File: config.mk
export PLATFORM = sky130hd
export DESIGN_NAME = reflet_vga_rect_fill
export DESIGN_NICKNAME = d
export VERILOG_FILES = /design/src/rtl/reflet_vga_rect_fill.sv
export SDC_FILE = /design/constraint.sdc
export NUM_CORES = 1
export LEC_CHECK = 0
export BUFFER_PORTS_ARGS = -buffer_cell sky130_fd_sc_hd__buf_2
export CAP_MARGIN = 20
export CORE_MARGIN = 3
export CORE_UTILIZATION = 40
export DETAILED_ROUTE_END_ITERATION = 16
export PLACE_DENSITY = 0.69
export SLEW_MARGIN = 20
export SYNTH_ARGS = -nofsm -noshare
export SYNTH_HDL_FRONTEND = slang
export SYNTH_SLANG_ARGS = --single-unit
File: constraint.sdc
create_clock -name clk -period 15.7 [get_ports clk]
set_input_delay 0 -clock clk [delete_from_list [all_inputs] [get_ports clk]]
set_output_delay 0 -clock clk [all_outputs]
set_load 0.01 [all_outputs]
File: src/rtl/reflet_vga_rect_fill.sv
// Rectangle fill engine: one command per valid/ready handshake, one clipped pixel write per clock in raster order.
// Optional outline-only mode is enabled by defining REFLET_VGA_RECT_FILL_OUTLINE_EN (adds the cmd_outline input).
module reflet_vga_rect_fill #(
  parameter int h_size        = 640,
  parameter int v_line        = 480,
  parameter int color_depth   = 8,
  parameter int bit_reduction = 0,
  localparam int HW = $clog2(h_size) - bit_reduction,
  localparam int VW = $clog2(v_line) - bit_reduction
) (
  input  logic                   clk,
  input  logic                   reset,
  input  logic                   cmd_valid,
  output logic                   cmd_ready,
  input  logic [HW-1:0]          cmd_h_start,
  input  logic [VW-1:0]          cmd_v_start,
  input  logic [HW:0]            cmd_width,
  input  logic [VW:0]            cmd_height,
  input  logic [color_depth-1:0] cmd_R,
  input  logic [color_depth-1:0] cmd_G,
  input  logic [color_depth-1:0] cmd_B,
  input  logic [color_depth-1:0] cmd_a,
`ifdef REFLET_VGA_RECT_FILL_OUTLINE_EN
  input  logic                   cmd_outline,
`endif
  output logic                   write_en,
  output logic [HW-1:0]          h_pixel_write,
  output logic [VW-1:0]          v_pixel_write,
  output logic [color_depth-1:0] R_write,
  output logic [color_depth-1:0] G_write,
  output logic [color_depth-1:0] B_write,
  output logic [color_depth-1:0] a_write,
  output logic                   busy,
  output logic                   done
);

  localparam logic [HW:0] HMAX = (HW+1)'(h_size >> bit_reduction);
  localparam logic [VW:0] VMAX = (VW+1)'(v_line >> bit_reduction);

  typedef enum logic [1:0] {IDLE, FILL, DONE} state_t;

  state_t        state, state_next;
  logic [HW:0]   h_room, ew;
  logic [VW:0]   v_room, eh;
  logic [HW-1:0] h_last_c, h_start_q, h_last, h_next;
  logic [VW-1:0] v_last_c, v_last, v_next;
  logic          cmd_zero, h_wrap, last_px, we_next;
`ifdef REFLET_VGA_RECT_FILL_OUTLINE_EN
  logic [VW-1:0] v_start_q;
  logic          outline_q;
`endif

  // Clipped extents are computed one bit wider than the coordinates so HMAX-h_start cannot wrap.
  always_comb begin
    h_room = HMAX - {1'b0, cmd_h_start};
    v_room = VMAX - {1'b0, cmd_v_start};
    ew     = '0;
    eh     = '0;
    if ({1'b0, cmd_h_start} < HMAX) ew = (cmd_width < h_room) ? cmd_width : h_room;
    if ({1'b0, cmd_v_start} < VMAX) eh = (cmd_height < v_room) ? cmd_height : v_room;
    h_last_c = cmd_h_start + ew[HW-1:0] - HW'(1);
    v_last_c = cmd_v_start + eh[VW-1:0] - VW'(1);
    cmd_zero = (ew == '0) || (eh == '0);
  end

  // Raster stepping from the current write position.
  always_comb begin
    h_wrap  = (h_pixel_write == h_last);
    last_px = h_wrap && (v_pixel_write == v_last);
    h_next  = h_wrap ? h_start_q : h_pixel_write + HW'(1);
    v_next  = h_wrap ? v_pixel_write + VW'(1) : v_pixel_write;
`ifdef REFLET_VGA_RECT_FILL_OUTLINE_EN
    we_next = !outline_q || (h_next == h_start_q) || (h_next == h_last) ||
              (v_next == v_start_q) || (v_next == v_last);
`else
    we_next = 1'b1;
`endif
  end

  // NOTE: sequential state uses non-blocking assignments so every flop samples pre-edge values.
  always_ff @(posedge clk) begin
    if (reset) state <= IDLE;
    else       state <= state_next;
  end

  // NOTE: default assignment first, so no path through this block leaves state_next unassigned (no latch).
  always_comb begin
    state_next = state;
    unique case (state)
      IDLE:    if (cmd_valid) state_next = cmd_zero ? DONE : FILL;
      FILL:    if (last_px)   state_next = DONE;
      DONE:    state_next = IDLE;
      default: state_next = IDLE;
    endcase
  end

  always_comb begin
    cmd_ready = (state == IDLE);
    busy      = (state != IDLE);
  end

  // Write port: coordinates and colour hold their last values whenever write_en is low.
  always_ff @(posedge clk) begin
    if (reset) begin
      write_en      <= 1'b0;
      done          <= 1'b0;
      h_pixel_write <= '0;
      v_pixel_write <= '0;
      R_write       <= '0;
      G_write       <= '0;
      B_write       <= '0;
      a_write       <= '0;
      h_start_q     <= '0;
      h_last        <= '0;
      v_last        <= '0;
`ifdef REFLET_VGA_RECT_FILL_OUTLINE_EN
      v_start_q     <= '0;
      outline_q     <= 1'b0;
`endif
    end else begin
      write_en <= 1'b0;
      done     <= (state_next == DONE);
      unique case (state)
        IDLE: if (cmd_valid && !cmd_zero) begin
          h_pixel_write <= cmd_h_start;
          v_pixel_write <= cmd_v_start;
          R_write       <= cmd_R;
          G_write       <= cmd_G;
          B_write       <= cmd_B;
          a_write       <= cmd_a;
          h_start_q     <= cmd_h_start;
          h_last        <= h_last_c;
          v_last        <= v_last_c;
          write_en      <= 1'b1;  // first pixel is always a corner, so written in either mode
`ifdef REFLET_VGA_RECT_FILL_OUTLINE_EN
          v_start_q     <= cmd_v_start;
          outline_q     <= cmd_outline;
`endif
        end
        FILL: if (!last_px) begin
          h_pixel_write <= h_next;
          v_pixel_write <= v_next;
          write_en      <= we_next;
        end
        default: ;
      endcase
    end
  end

endmodule
* Word level (Yosys, flattened, before mapping) *
Index checks and enable logic that the tools add are counted.

word-level totals
  bits in registers = 84
  input bits = 75
  output and inout port bits = 55
  logic and storage cells = 62

cells by class
  add/subtract/negate cells = 8
  order comparisons = 4
  equal/unequal tests = 7
  muxes and demuxes = 19
  reduce and logical (&&, ||, !) cells = 12

operators with widths
  operator                                                              number
  10-bit two-way mux                                                    5
  9-bit two-way mux                                                     3
  11-bit two-way mux                                                    2
  10-bit one-hot mux with 2 select lines                                1
  9-bit one-hot mux with 2 select lines                                 1
  11-bit logical NOT                                                    1
  11-bit < comparator                                                   1
  10-bit by 10-bit subtractor with 11-bit output, first input constant  1
  10-bit by 1-bit adder with 10-bit output, second input constant       1
  10-bit adder                                                          1
  10-bit equality test                                                  1
  10-bit logical NOT                                                    1
  10-bit < comparator                                                   1
  10-bit < comparator, second input constant                            1
  10-bit by 1-bit subtractor with 10-bit output, second input constant  1
  9-bit by 9-bit subtractor with 10-bit output, first input constant    1
  9-bit by 1-bit adder with 9-bit output, second input constant         1
  9-bit adder                                                           1
  9-bit equality test                                                   1
  9-bit < comparator, second input constant                             1
  9-bit by 1-bit subtractor with 9-bit output, second input constant    1
  2-bit two-way mux                                                     3
  2-bit inequality test, second input constant                          2
  2-bit one-hot mux with 2 select lines                                 1
  13 further kinds                                                      16

* Longest topological paths before layout *
  depth in word-level cells = 10
  gate-level depth with buffers = 28
  mapped depth without buffers = 26

* Least setup slack after synthesis *
No wires, ideal clock.

  path kind = input to register
  from = input port cmd_h_start[2]
  to = register h_last[9]
  library setup time = 0.128 ns
  arrival time = 4.909 ns
  required time = 15.572 ns
  path slack = 10.664 ns
  stages = 25
  buffers on the path = 3
  cells stage by stage = buf_2 or4_1 or4_4 a21oi_1 xnor2_1 ha_1 a21o_1 a221oi_1 clkbuf_1 clkbuf_1 nand2_1 o21ai_0 nand2_1 ha_1 inv_1 ha_1 fa_1 a21o_1 a211o_1 nand2_1 a21oi_1 xnor2_1 xnor2_1 mux2i_1 nor2_1

between the ends
  longest elaborated chain between the ends = 9
  elaborated cells between the ends (all ways) = 12
  classes of those cells = add/sub: 3; order compare: 2; mux: 2; reduce/logical: 5

RTL lines
  element                                                                                                 line  text
  from (decl)                                                                                             15    input logic [HW-1:0] cmd_h_start,
  parallel branches: the longest is 9 deep, another holds 10-bit by 10-bit subtractor with 11-bit output  --
  to (signal assigned)                                                                                    132   h_last <= h_last_c;
  to (decl)                                                                                               45    logic [HW-1:0] h_last_c, h_start_q, h_last, h_next;

Several ways; the timed one is not identified.
A chain may end at the register's enable or synchronous reset.

* Worst setup path after layout *
Same ends and word-level chain as after synthesis.

==> qor.txt <==
Max transition margin -> 0.2863
Wire length of the first global-routing pass -> 25140 um
Async S/R FF share, synth -> 0
Final-report hold violation count -> 0
Worst hold path depth -> 3
Clock Tree Root -> clkbuf_16
Post-layout utilization of the core -> 0.5174
Critical R2R Launch -> h_pixel_write[3]
Area contributors post-synth -> dfxtp_1, mux2i_1, ha_1
Number of CTS-inserted buffers -> 9
Total of buffers placed on input and output ports -> 129
Detailed-route wire length -> 15040 um
Highest clock frequency the design can meet -> 214.3 MHz
Data arrival time of the worst path -> 4.86 ns
Total power divided by cell area -> 97.44 nW/um^2
Clk sink count -> 84
Sequential cell fraction of total power -> 0.354
CP Capture Type -> flop
ANT cells -> 0
Critical path start-end classification -> input pin to flop
Global Route Usage Sum -> 0.1873
Fraction of power spent switching nets -> 0.3315
Worst stage delay on the critical path -> 0.55 ns
Sum of negative setup slack -> 0 ns
Total of max-cap violations -> 0
CP required -> 15.89 ns
Clock tree from TritonCTS -> built
Final RePlAce weighted congestion -> 0.8278
Deepest clock path buffer count -> 2
Relative contribution of the clock network to total power -> 0.298
Insertion delay of the later-clocked pin in the worst-skew pair -> 0.33 ns
Number of DRC violations after detailed-routing iteration 0 -> 352
Post-layout instance count excluding filler cells -> 1055
Number of flip-flops and latches in the synthesized netlist -> 84
Final Max Tran Viols -> 0
RSZ-0062 raised after global routing -> false
Outcome -> completed
Hold wc startpoint -> cmd_v_start[0]
Vias in the first global route -> 5188
Detailed-route via count -> 5434
Dominant combinational cell family by area after synthesis -> simple AND/OR/NAND/NOR gates
Hold EP -> v_pixel_write[0]
Pre-Repair DR Iteration Count -> 4
Setup Buffers After CTS -> 0
IR Drop Worst-Case VDD -> 0.05266 mV
Clock-pin slew reported for the worst setup and hold paths after clock tree synthesis -> 0.06 ns
Yosys cell types -> 54
Share of cells above drive strength 1 -> 0.1817
Worst min-delay path class -> input pin to flop
Residual overflow from global routing -> 0
Total net switching power -> 0.0002374 W
Clock Skew -> 0.007491 ns
Avg Inst Size Synth -> 8.165 um^2
Yosys top cell area share -> 0.2821
Average wire length per cell after detail routing -> 14.26 um
Slowest cell on the critical path -> or4_1
Level count of the clock H-tree -> 3
Final Power -> 0.0007161 W
Combinational Power Share -> 0.349
Worst R2R Setup Slack -> 12.39 ns
Synth-to-Final Area Change -> 23.28%
Leakage dissipation -> 3.863 nW
Number of nets with antenna violations after routing -> 0
Maximum fanout encountered on the critical timing path -> 20
Cell count after synthesis -> 730
Compound-gate portion of the synthesized area -> 0.1295
Terminus of the critical flop-to-flop path -> h_pixel_write[2]
Pin count of the biggest net entering global routing -> 84
Actual slew at the worst max-slew pin -> 1.071 ns
Width of the chip -> 128.1 um
Share of synthesized area spent on multiplexers -> 0.1293
Critical path cell sequence -> buf_2 -> or4_1 -> or4_4 -> a21oi_1 -> xnor2_1 -> ha_1 -> a21o_1 -> a221oi_1 -> buf_4 -> nand2_1 -> o21ai_0 -> nand2_1 -> ha_1 -> inv_1 -> ha_1 -> fa_1 -> a21o_1 -> a211o_1 -> nand2_1 -> a21oi_1 -> xnor2_1 -> xnor2_1 -> mux2i_1 -> nor2_1
Library cell occupying the most area in the post-synthesis netlist -> dfxtp_1
Die span in y -> 128.1 um
Critical Path Start Type -> input pin
Area of the die -> 16400 um^2
Routed vias/inst -> 5.151
Post-CTS sizing -> 0
Post-synthesis xor/xnor area fraction -> 0.08228
Final worst path period need -> 4.667 ns
Nets in the synthesized netlist -> 862
Final period utilization -> 0.2973
Share of synthesized cell area in and, or, nand and nor gates -> 0.1912
Number of buffers and inverters on the critical path -> 3
Hold buffers post-CTS -> 32
Hpwl dp -> 11010 um
Row Count -> 43
Synthesized-area fraction occupied by adder cells -> 0.1222
# DRC -> 0
Final setup vio count -> 0
Post-layout net count -> 1002
Top_reg_cell synth -> dfxtp_1
Mapped Area -> 5961 um^2
Number of antenna violations at the first check in global routing -> 0
Total instance count after detailed placement -> 1007
Initial standard-cell utilization of the core -> 0.4197
Number of top-level pins -> 130
EDFF count, synth -> 0
Cell family with the largest share of critical-path delay -> compound AO/OA/AOI/OAI gates
Warnings from Yosys -> 0
Core Box Area -> 14200 um^2
Cell-internal power -> 0.0004787 W
Reg2reg path depth -> 8
Post-synthesis sequential area ratio -> 0.2821
## per-layer routing
| metal | track usage | wire (um) |
|---|---|---|
| met3 | 0.03458 | 707 |
| met5 | 0 | 0 |
| met1 | 0.2494 | 6944 |
| met2 | 0.3198 | 7267 |
| met4 | 0.03433 | 121 |
## worst register-to-register path: stages, from the launching register on
cell and delay, ns:
dfxtp_1 0.50, xor2_1 0.11, nor4_1 0.29, nand4_1 0.76, nor2_1 0.42, nor2_1 0.08
a21oi_2 0.65, nor2_2 0.14, a22o_1 0.25
## cells by family after synthesis
group,Yosys count
xor gates and xnor gates,56
and+or+nand+nor,240
DFF,84
adders and majority gates,57
AOI/OAI and AO/OA,120
muxes,77
buffers and inverters,96
## sequential cells by signal, indices dropped and copies added, names as in the netlist
name / flops
B_write: 8
h_pixel_write: 10
a_write: 8
state: 2
done: 1
h_start_q: 10
write_en: 1
v_last: 9
h_last: 10
R_write: 8
v_pixel_write: 9
G_write: 8
## layout by cell type (no fill, tap or decap), types with 6 or more instances in the layout
cell type      instances
nand2b_1               8
nand2_1               55
o31ai_1                8
xnor2_1               30
xor2_1                26
a22o_1                 6
and3_1                 6
nor2_1                90
nor4_1                 7
nor3_1                16
ha_1                  55
nand3_1               17
dfxtp_1               84
o21ai_0               44
a21oi_1               23
clkbuf_16              9
inv_1                 61
a21o_1                 7
dlygate4sd3_1         32
mux2i_1               77
buf_2                129
nand4_1                6
and2_1                 9
## per-stage QoR
stage          hold WS (ns)  area [um^2]  worst slack (ns)
4_1_cts             0.01545         7341             11.04
3_5_place_dp         0.2378         6718             10.69
2_1_floorplan        0.1439         5961             10.66
3_3_place_gp         0.2297         6718             10.76
6_report            0.02033         7348             11.03
5_1_grt             0.01041         7348             10.74
## synth_stat cells (all sizes together), types with 3 or more instances
| cell type | instances |
|---|---|
| and3 | 6 |
| o31ai | 9 |
| nand2 | 56 |
| xor2 | 26 |
| a211o | 3 |
| dfxtp | 84 |
| nor3b | 3 |
| o21a | 4 |
| ha | 55 |
| xnor2 | 30 |
| and2 | 9 |
| a211oi | 3 |
| a22o | 6 |
| nand3 | 17 |
| or3 | 3 |
| nand3b | 3 |
| a21oi | 25 |
| buf | 11 |
| clkbuf | 24 |
| mux2i | 77 |
| o21ai | 44 |
| nor2b | 5 |
| inv | 61 |
| a311oi | 5 |
| nand4 | 6 |
| nor2 | 91 |
| nor3 | 16 |
| nor4 | 7 |
| a31oi | 4 |
| or4 | 3 |
| nand2b | 8 |
| a21o | 7 |
## final cells by class
type                    instances  area, um^2
clock buffers                  11       242.7
repair buffers                164       988.4
fillers                      1401        6855
well taps                     180       225.2
multi-input cells             550        3921
clock inverters                 5       60.06
flip-flops and latches         84        1682
inverters                      61       229.0
## power groups by stage
| stage | clock [W] | sequential, W | combinational (W) |
|---|---|---|---|
| 2_1_floorplan | 0 | 0.000258 | 0.000178 |
| 3_3_place_gp | 0 | 0.000258 | 0.000240 |
| 3_5_place_dp | 0 | 0.000258 | 0.000242 |
| 4_1_cts | 0.000220 | 0.000253 | 0.000251 |
| 5_1_grt | 0.000228 | 0.000256 | 0.000286 |
| 6_report | 0.000213 | 0.000253 | 0.000250 |
## worst max path at each step
stage | startpoint | endpoint | slack [ns] | cells after the start
after floorplan | cmd_h_start[2] | h_last[9] | 10.66 | 25
after global placement | cmd_h_start[2] | h_last[9] | 10.76 | 24
after detailed placement | cmd_h_start[2] | h_last[9] | 10.69 | 24
after CTS | cmd_h_start[2] | h_last[9] | 11.04 | 24
after global routing | cmd_h_start[2] | h_last[9] | 10.74 | 25
final | cmd_h_start[2] | h_last[9] | 11.03 | 24
(Power assumes the default switching activity.)
